$ cat src/rtl/uart_apb_regif_pkg.sv
// Shared constants for the UART APB register interface: register offsets,
// register bit positions, reset values and APB handshake states.
package uart_apb_regif_pkg;

    localparam logic [1:0] REG_DATA   = 2'd0;
    localparam logic [1:0] REG_LCR    = 2'd1;
    localparam logic [1:0] REG_STATUS = 2'd2;
    localparam logic [1:0] REG_IER    = 2'd3;

    localparam int STS_RX_AVAIL   = 0;
    localparam int STS_TX_FULL    = 1;
    localparam int STS_OVERRUN    = 2;
    localparam int STS_PARITY_ERR = 3;
    localparam int STS_FRAME_ERR  = 4;

    localparam int LCR_BCLK_MODE   = 0;
    localparam int LCR_TLEN_LO     = 1;
    localparam int LCR_PARITY_EN   = 3;
    localparam int LCR_PARITY_TYPE = 4;

    localparam int IER_RX_IE  = 0;
    localparam int IER_ERR_IE = 1;

    localparam logic [7:0] LCR_RST = 8'h06;

    // The setup phase is recognised while in ST_IDLE; ST_WAIT is the single
    // wait state (first access cycle) and ST_DONE the cycle with pready high.
    localparam logic [1:0] ST_IDLE = 2'd0;
    localparam logic [1:0] ST_WAIT = 2'd1;
    localparam logic [1:0] ST_DONE = 2'd2;

endpackage

$ cat src/rtl/uart_apb_regif.sv
// APB3 responder exposing the UART core's TX push, RX pop, line control,
// sticky error status and interrupt enables as four word registers.
module uart_apb_regif
    import uart_apb_regif_pkg::*;
#(
    parameter int ADDR_W = 4,
    parameter int DATA_W = 32
) (
    input  logic              clk,
    input  logic              rst,
    input  logic              psel,
    input  logic              penable,
    input  logic              pwrite,
    input  logic [ADDR_W-1:0] paddr,
    input  logic [DATA_W-1:0] pwdata,
    output logic [DATA_W-1:0] prdata,
    output logic              pready,
    output logic              pslverr,
    input  logic              tx_full,
    output logic              tx_wr_en,
    output logic [7:0]        tx_wdata,
    input  logic              rx_valid,
    input  logic [7:0]        rx_data,
    input  logic              rx_parity_err,
    input  logic              rx_frame_err,
    output logic              bclk_mode,
    output logic [1:0]        tlen,
    output logic              parity_en,
    output logic              parity_type,
    output logic              irq
);

    logic [1:0] state;
    logic [7:0] lcr;
    logic [1:0] ier;
    logic [7:0] rx_hold;
    logic       rx_avail;
    logic       overrun;
    logic       parity_err;
    logic       frame_err;

    logic [1:0] reg_sel;
    logic       enter_done;
    logic       in_done;
    logic       rd_pop;
    logic       sts_w1c;
    logic [2:0] w1c_mask;
    logic       rx_capture;
    logic       rx_overrun;
    logic [7:0] rd_val;
    logic       unused_bits;

    assign reg_sel     = paddr[3:2];
    assign unused_bits = ^{paddr, pwdata};
    assign enter_done  = (state == ST_WAIT) && psel && penable;
    assign in_done     = (state == ST_DONE);
    assign pready      = in_done;

    assign rd_pop   = in_done && !pwrite && (reg_sel == REG_DATA);
    assign sts_w1c  = in_done && pwrite && (reg_sel == REG_STATUS);
    assign w1c_mask = sts_w1c ? pwdata[STS_FRAME_ERR:STS_OVERRUN] : 3'b000;

    // A pop in the same cycle frees the holding register, so the new byte
    // lands without an overrun.
    assign rx_capture = rx_valid && (!rx_avail || rd_pop);
    assign rx_overrun = rx_valid && rx_avail && !rd_pop;

    always_comb begin
        rd_val = 8'h00;
        case (reg_sel)
            REG_DATA:   rd_val = rx_hold;
            REG_LCR:    rd_val = lcr;
            REG_STATUS: rd_val = {3'b000, frame_err, parity_err, overrun, tx_full, rx_avail};
            REG_IER:    rd_val = {6'b000000, ier};
            default:    rd_val = 8'h00;
        endcase
    end

    always_ff @(posedge clk) begin
        if (rst) begin
            state      <= ST_IDLE;
            prdata     <= '0;
            pslverr    <= 1'b0;
            tx_wr_en   <= 1'b0;
            tx_wdata   <= 8'h00;
            lcr        <= LCR_RST;
            ier        <= 2'b00;
            rx_hold    <= 8'h00;
            rx_avail   <= 1'b0;
            overrun    <= 1'b0;
            parity_err <= 1'b0;
            frame_err  <= 1'b0;
            irq        <= 1'b0;
        end else begin
            case (state)
                ST_IDLE: state <= (psel && !penable) ? ST_WAIT : ST_IDLE;
                ST_WAIT: state <= (psel && penable) ? ST_DONE : ST_IDLE;
                default: state <= ST_IDLE;
            endcase

            // Response and TX push are registered so they line up with pready.
            prdata   <= (enter_done && !pwrite) ? DATA_W'(rd_val) : '0;
            pslverr  <= enter_done && pwrite && (reg_sel == REG_DATA) && tx_full;
            tx_wr_en <= enter_done && pwrite && (reg_sel == REG_DATA) && !tx_full;
            if (enter_done && pwrite && (reg_sel == REG_DATA) && !tx_full)
                tx_wdata <= pwdata[7:0];

            if (in_done && pwrite && (reg_sel == REG_LCR)) lcr <= pwdata[7:0];
            if (in_done && pwrite && (reg_sel == REG_IER)) ier <= pwdata[1:0];

            if (rx_capture) begin
                rx_hold  <= rx_data;
                rx_avail <= 1'b1;
            end else if (rd_pop) begin
                rx_avail <= 1'b0;
            end

            overrun    <= (overrun    && !w1c_mask[0]) || rx_overrun;
            parity_err <= (parity_err && !w1c_mask[1]) || (rx_capture && rx_parity_err);
            frame_err  <= (frame_err  && !w1c_mask[2]) || (rx_capture && rx_frame_err);

            irq <= (ier[IER_RX_IE] && rx_avail) ||
                   (ier[IER_ERR_IE] && (overrun || parity_err || frame_err));
        end
    end

    assign bclk_mode   = lcr[LCR_BCLK_MODE];
    assign tlen        = lcr[LCR_TLEN_LO +: 2];
    assign parity_en   = lcr[LCR_PARITY_EN];
    assign parity_type = lcr[LCR_PARITY_TYPE];

endmodule

$ cat config.mk
export PLATFORM = sky130hd
export DESIGN_NAME = uart_apb_regif
export DESIGN_NICKNAME = d
export VERILOG_FILES = /design/src/rtl/uart_apb_regif_pkg.sv /design/src/rtl/uart_apb_regif.sv
export SDC_FILE = /design/constraint.sdc
export NUM_CORES = 1
export LEC_CHECK = 0
export ABC_AREA = 0
export BUFFER_PORTS_ARGS = -buffer_cell sky130_fd_sc_hd__buf_4
export CAP_MARGIN = 20
export CORE_AREA = 2 2 61 91
export CTS_CLUSTER_SIZE = 30
export DETAILED_ROUTE_END_ITERATION = 16
export DIE_AREA = 0 0 63 93
export PLACE_DENSITY = 0.7
export SLEW_MARGIN = 20
export SYNTH_ARGS = -nofsm -noshare
export SYNTH_HDL_FRONTEND = slang
export SYNTH_SLANG_ARGS = --single-unit
$ cat constraint.sdc
create_clock -name clk -period 2 [get_ports clk]
set_clock_uncertainty 0.05 [all_clocks]
set_input_delay 0.2 -clock clk [delete_from_list [all_inputs] [get_ports clk]]
set_output_delay 0.2 -clock clk [all_outputs]
set_load 0.05 [all_outputs]
==> flow_summary.toml, run 1 <==
[clocking]
postCtsSetupBuffers = 0
cts_tree = "yes"
numCtsBuffers = 5
cts_buffer_depth = 2
htree_levels = 2
ctsHoldBuffers = 0
cts_sinks = 43
root_buffer = "clkbuf_8"
clock_latency_ns = 0.29
ctsResizeCount = 0
clk_pin_slew_worst_paths_ns = 0.08

[route]
ant_nets = 0
drc = 0
routed_wl_um = 4100
drtIter0Drc = 43
wire_per_inst_um = 12.4
vias = 1534
first_pass_iters = 4
vias_per_cell = 4.65

[critical_path]
crit_fanout = 8
endpoint_kind = "flip-flop"
worst-path-buf-inv = 0
cp_data_required_time_ns = 2.16
worst-setup-path-type = "reg -> reg"
cpPeakStageDelay_ns = 0.65
cp_cell_sequence = "nand2_1, or4_1, nor3_1"
cp_slowest_cell = "or4_1"
startpoint_type = "flip-flop"
critical_path.top_delay_family = "simple AND/OR/NAND/NOR gates"
arrival_ns = 1.71

[sta]
clock.fmax_mhz = 648
min_period_ns = 1.54
hold_viol = 0
slew_violations = 0
fin_tns_setup_ns = 0
min_period_over_period_pct = 77.2
rsz0062_at_grt = "no"
setup_viol = 0

[die]
die_x_um = 63
dieArea_sq_um = 5860
core_sq_um = 5080
ios = 102
row_count = 32
start_util_pct = 38.6
fp.dieH_um = 93

[yosys]
synth.mux.area_fraction_pct = 14.5
ys.warnings.count = 0
yosysSeqAreaShare_pct = 43.8
synth_top_family_by_area = "simple AND/OR/NAND/NOR gates"
yosys.area_share.simple_pct = 18.6
synthXorXnorAreaFrac_pct = 0
synth-seq-cells = 43
synth_fa_ha_area_share_pct = 0
async_flop_share_pct = 0
synthCells = 214
yosysUniqueCellTypes = 34
synth_area_sq_um = 1960
synth_ff_type = "dfxtp_1"
synth-compound-area-share_pct = 9.24
synth_edf_count = 0
postSynthAreaPerCell_sq_um = 9.18

[cells_and_area]
final_util_pct = 47.5
drive_gt1_share_pct = 26.0
final_nets = 314
diodes = 0
mostFrequentLayoutCells = "buf_4, dfxtp_1, nand2_1"
fill_cells = 489
layout_commonest_cell = "buf_4"
syn2layout_area_growth_pct = 23.1

[power_and_ir_drop]
vdd_ir_drop_max_uv = 334
finalPower_mw = 1.83
p_leak_nw = 1.07
power_density_nw_per_um2 = 757

[grt]
grt_pass1_wl_um = 6380
grt_usage_pct = 14.2
grt-ovfl-total = 0
grt_pass1_vias = 1373
antenna_found_initial = 0
grt_max_degree = 39

[place]
hpwl_um = 3180
gp_congestion = 0.881
numPortBuffers = 51

[worst_hold_path]
hp-class = "in -> reg"

[run_status]
outcome = "finished, final reports clean"

[job]
drv_cap = 0
synth_stat cells, drive strengths merged, types with 2 or more instances:
cell / n / area (sq um)
buf: 29 / 215
clkbuf: 9 / 33.8
mux2i: 24 / 240
a21oi: 8 / 40.0
nor3: 6 / 30.0
a211o: 2 / 17.5
nand2: 39 / 146
a2bb2oi: 3 / 26.3
o311ai: 3 / 26.3
nor2b: 5 / 31.3
mux4: 2 / 45.0
nand3: 6 / 30.0
dfxtp: 43 / 861
nor2: 4 / 15.0
o31ai: 2 / 15.0
nand2b: 2 / 12.5
and3: 2 / 12.5
nor4: 2 / 27.5
o21ai: 8 / 40.0
inv: 5 / 18.8
through the flow:
step / std cells / setup WS, ns / hold WS [ns] / instance area [sq um]
after floorplan: 237 / 0.179 / 0.226 / 2050
after global placement: 322 / 0.468 / 0.334 / 2300
after detailed placement: 322 / 0.440 / 0.339 / 2300
after CTS: 330 / 0.435 / 0.0250 / 2420
after global routing: 330 / 0.342 / 0.0290 / 2420
final: 330 / 0.456 / 0.0344 / 2420
registers in the layout, indices dropped and copies added (netlist names):
signal      cells
ier             2
prdata          8
state           2
rx_hold         8
tx_wdata        8
irq             1
frame_err       1
parity_err      1
lcr             8
tx_wr_en        1
rx_avail        1
overrun         1
pslverr         1
where the power goes:
| group | internal, mW | switching [mW] | total [mW] | leakage (nW) |
|---|---|---|---|---|
| combinational | 0.0761 | 0.176 | 0.252 | 0.658 |
| sequential | 0.873 | 0.0114 | 0.885 | 0.349 |
| clock | 0.404 | 0.290 | 0.694 | 0.0612 |
worst register-to-register path, cell delays in order, from the launching register on:
cell and delay (ns):
dfxtp_1 0.40, nand2_1 0.14, or4_1 0.65, nor3_1 0.23
layer usage:
layer	track usage, %	wire length (um)	vias to the layer above
met4	8.89	104	0
met3	3.01	192	6
li1	-	-	778
met1	15.6	1650	694
met5	0	0	-
met2	24.6	2160	56
final timing paths:
path / start / endpoint / slack (ns) / cells past startpoint
max reg2reg: state[0]$_SDFF_PP0_ / prdata[6]$_SDFF_PP0_ / 0.46 / 3
min reg2reg: rx_hold[4]$_SDFFE_PP0P_ / rx_hold[4]$_SDFFE_PP0P_ / 0.41 / 2
max: state[0]$_SDFF_PP0_ / prdata[6]$_SDFF_PP0_ / 0.46 / 3
min: penable / state[0]$_SDFF_PP0_ / 0.03 / 2
cell type report:
| class | count | area [sq um] | share of cell area [%] |
|---|---|---|---|
| inverters | 5 | 18.8 | 0.776 |
| repair buffers | 55 | 413 | 17.1 |
| multi-input cells | 151 | 922 | 38.1 |
| clock buffers | 6 | 82.6 | 3.42 |
| flip-flops and latches | 43 | 861 | 35.6 |
| well taps | 68 | 85.1 | 3.52 |
| clock inverters | 2 | 35.0 | 1.45 |
cells by family (layout without fill, tap and decap cells):
| family | count (synthesis) | in the layout |
|---|---|---|
| and+or+nand+nor | 73 | 73 |
| buffers and inverters | 43 | 68 |
| AOI/OAI and AO/OA | 28 | 28 |
| other | 1 | 24 |
| muxes | 26 | 26 |
| DFF | 43 | 43 |
Power figures use the tool's default switching activity.
==> run 2: changes to the inputs <==
==> constraint.sdc (replaced) <==
create_clock -name clk -period 1.6 [get_ports clk]
set_clock_uncertainty 0.05 [all_clocks]
set_input_delay 0.16 -clock clk [delete_from_list [all_inputs] [get_ports clk]]
set_output_delay 0.16 -clock clk [all_outputs]
set_load 0.05 [all_outputs]
==> run 2 against run 1 <==
Effect of this change: largest cell class unchanged; total power rose by 24%; design area rose by 2.8%; flip-flop and latch count did not move; global-route usage rose by 0.62 points; register-to-register slack got worse by 0.29 ns; combinational power rose by 31%; sequential power rose by 25%; utilization rose by 1.4 points; final cell count rose by 2.1%.
==> flow_summary.toml, run 2 (synthesis results as in run 1) <==
[grt]
grt-ovfl-total = 0
grt_pass1_vias = 1460
antenna_found_initial = 0
grt_usage_pct = 14.8
grt_max_degree = 25
grt_pass1_wl_um = 6910

[sta]
rsz0062_at_grt = "no"
clock.fmax_mhz = 696
fin_tns_setup_ns = 0
min_period_ns = 1.44
slew_violations = 0
min_period_over_period_pct = 89.8
setup_viol = 0
hold_viol = 0

[critical_path]
critical_path.top_delay_family = "simple AND/OR/NAND/NOR gates"
cp_slowest_cell = "dfxtp_1"
startpoint_type = "flip-flop"
endpoint_kind = "flip-flop"
worst-path-buf-inv = 2
worst-setup-path-type = "reg -> reg"
cp_data_required_time_ns = 1.77
cpPeakStageDelay_ns = 0.35
cp_cell_sequence = "nand2b_1, buf_4, nor4_4, buf_12, mux2i_1"
arrival_ns = 1.61
crit_fanout = 8

[route]
first_pass_iters = 4
drc = 0
ant_nets = 0
wire_per_inst_um = 12.6
vias = 1571
vias_per_cell = 4.66
drtIter0Drc = 28
routed_wl_um = 4260

[die]
ios = 102
core_sq_um = 5080
dieArea_sq_um = 5860
fp.dieH_um = 93
die_x_um = 63
row_count = 32
start_util_pct = 38.6

[clocking]
clock_latency_ns = 0.29
cts_tree = "yes"
numCtsBuffers = 5
cts_buffer_depth = 2
clk_pin_slew_worst_paths_ns = 0.08
root_buffer = "clkbuf_8"
htree_levels = 2
cts_sinks = 43

[worst_hold_path]
hp-class = "in -> reg"

[place]
numPortBuffers = 51
post-place-cells = 328
gp_congestion = 0.867
hpwl_um = 3330

[cells_and_area]
mostFrequentLayoutCells = "buf_4, dfxtp_1, nand2_1"
syn2layout_area_growth_pct = 26.6
layout_commonest_cell = "buf_4"
fill_cells = 505
drive_gt1_share_pct = 28.3
stdcell_count = 337
final_util_pct = 48.9
diodes = 0
final_nets = 321

[job]
drv_cap = 0

[power_and_ir_drop]
vdd_ir_drop_max_uv = 542
power_density_nw_per_um2 = 914
p_leak_nw = 1.10

[run_status]
outcome = "finished, final reports clean"
==> run 2: changes by cell type in the layout (fill, tap and decap cells not counted), sizes merged <==
cell / before / now
clkinv: 1 / 2
dlygate4sd3: 0 / 1
clkbuf: 6 / 5
buf: 55 / 61
==> run 2: metrics by stage <==
stage          hold WS (ns)  cell area [sq um]  power, mW  setup WS, ns
2_1_floorplan         0.186               2050       1.41        0.0818
3_3_place_gp          0.295               2360       1.46         0.104
3_5_place_dp          0.298               2360       1.46        0.0983
4_1_cts              0.0176               2480       2.30        0.0265
5_1_grt              0.0266               2490       2.37        0.0739
6_report             0.0203               2490       2.27         0.163
==> run 2: where the power goes <==
part,switching [mW],internal [mW]
clock,0.372,0.465
sequential,0.0146,1.09
combinational,0.223,0.106
==> run 2: final cells by class <==
| type | instances | area (sq um) | area share [%] |
|---|---|---|---|
| clock buffers | 5 | 68.8 | 2.77 |
| clock inverters | 3 | 43.8 | 1.76 |
| inverters | 5 | 18.8 | 0.755 |
| multi-input cells | 151 | 928 | 37.3 |
| flip-flops and latches | 43 | 861 | 34.6 |
| well taps | 68 | 85.1 | 3.42 |
| repair buffers | 62 | 480 | 19.3 |
==> run 2: what timing repair did <==
item | 4_1_cts | 5_1_grt
endpoints found under the setup margin | 0 | 2
resized for setup | 0 | 1
setup buffers | 0 | 0
hold buffers | 1 | 0
hold endpoints to repair | 1 | 0
==> run 2: final timing paths <==
check	from	endpoint	slack, ns	cells after the start
max reg2reg	state[1]$_SDFF_PP0_	tx_wdata[1]$_SDFFE_PP0P_	0.16	5
min	tx_full	tx_wr_en$_SDFF_PP0_	0.02	2
min reg2reg	tx_wdata[2]$_SDFFE_PP0P_	tx_wdata[2]$_SDFFE_PP0P_	0.41	2
max	state[1]$_SDFF_PP0_	tx_wdata[1]$_SDFFE_PP0P_	0.16	5
==> run 2: routing by layer <==
| layer | wire length (um) | track usage, % | vias up |
|---|---|---|---|
| met2 | 2220 | 25.9 | 55 |
| li1 | - | - | 787 |
| met3 | 214 | 2.77 | 9 |
| met4 | 91 | 7.04 | 0 |
| met5 | 0 | 0 | - |
| met1 | 1730 | 17.2 | 720 |
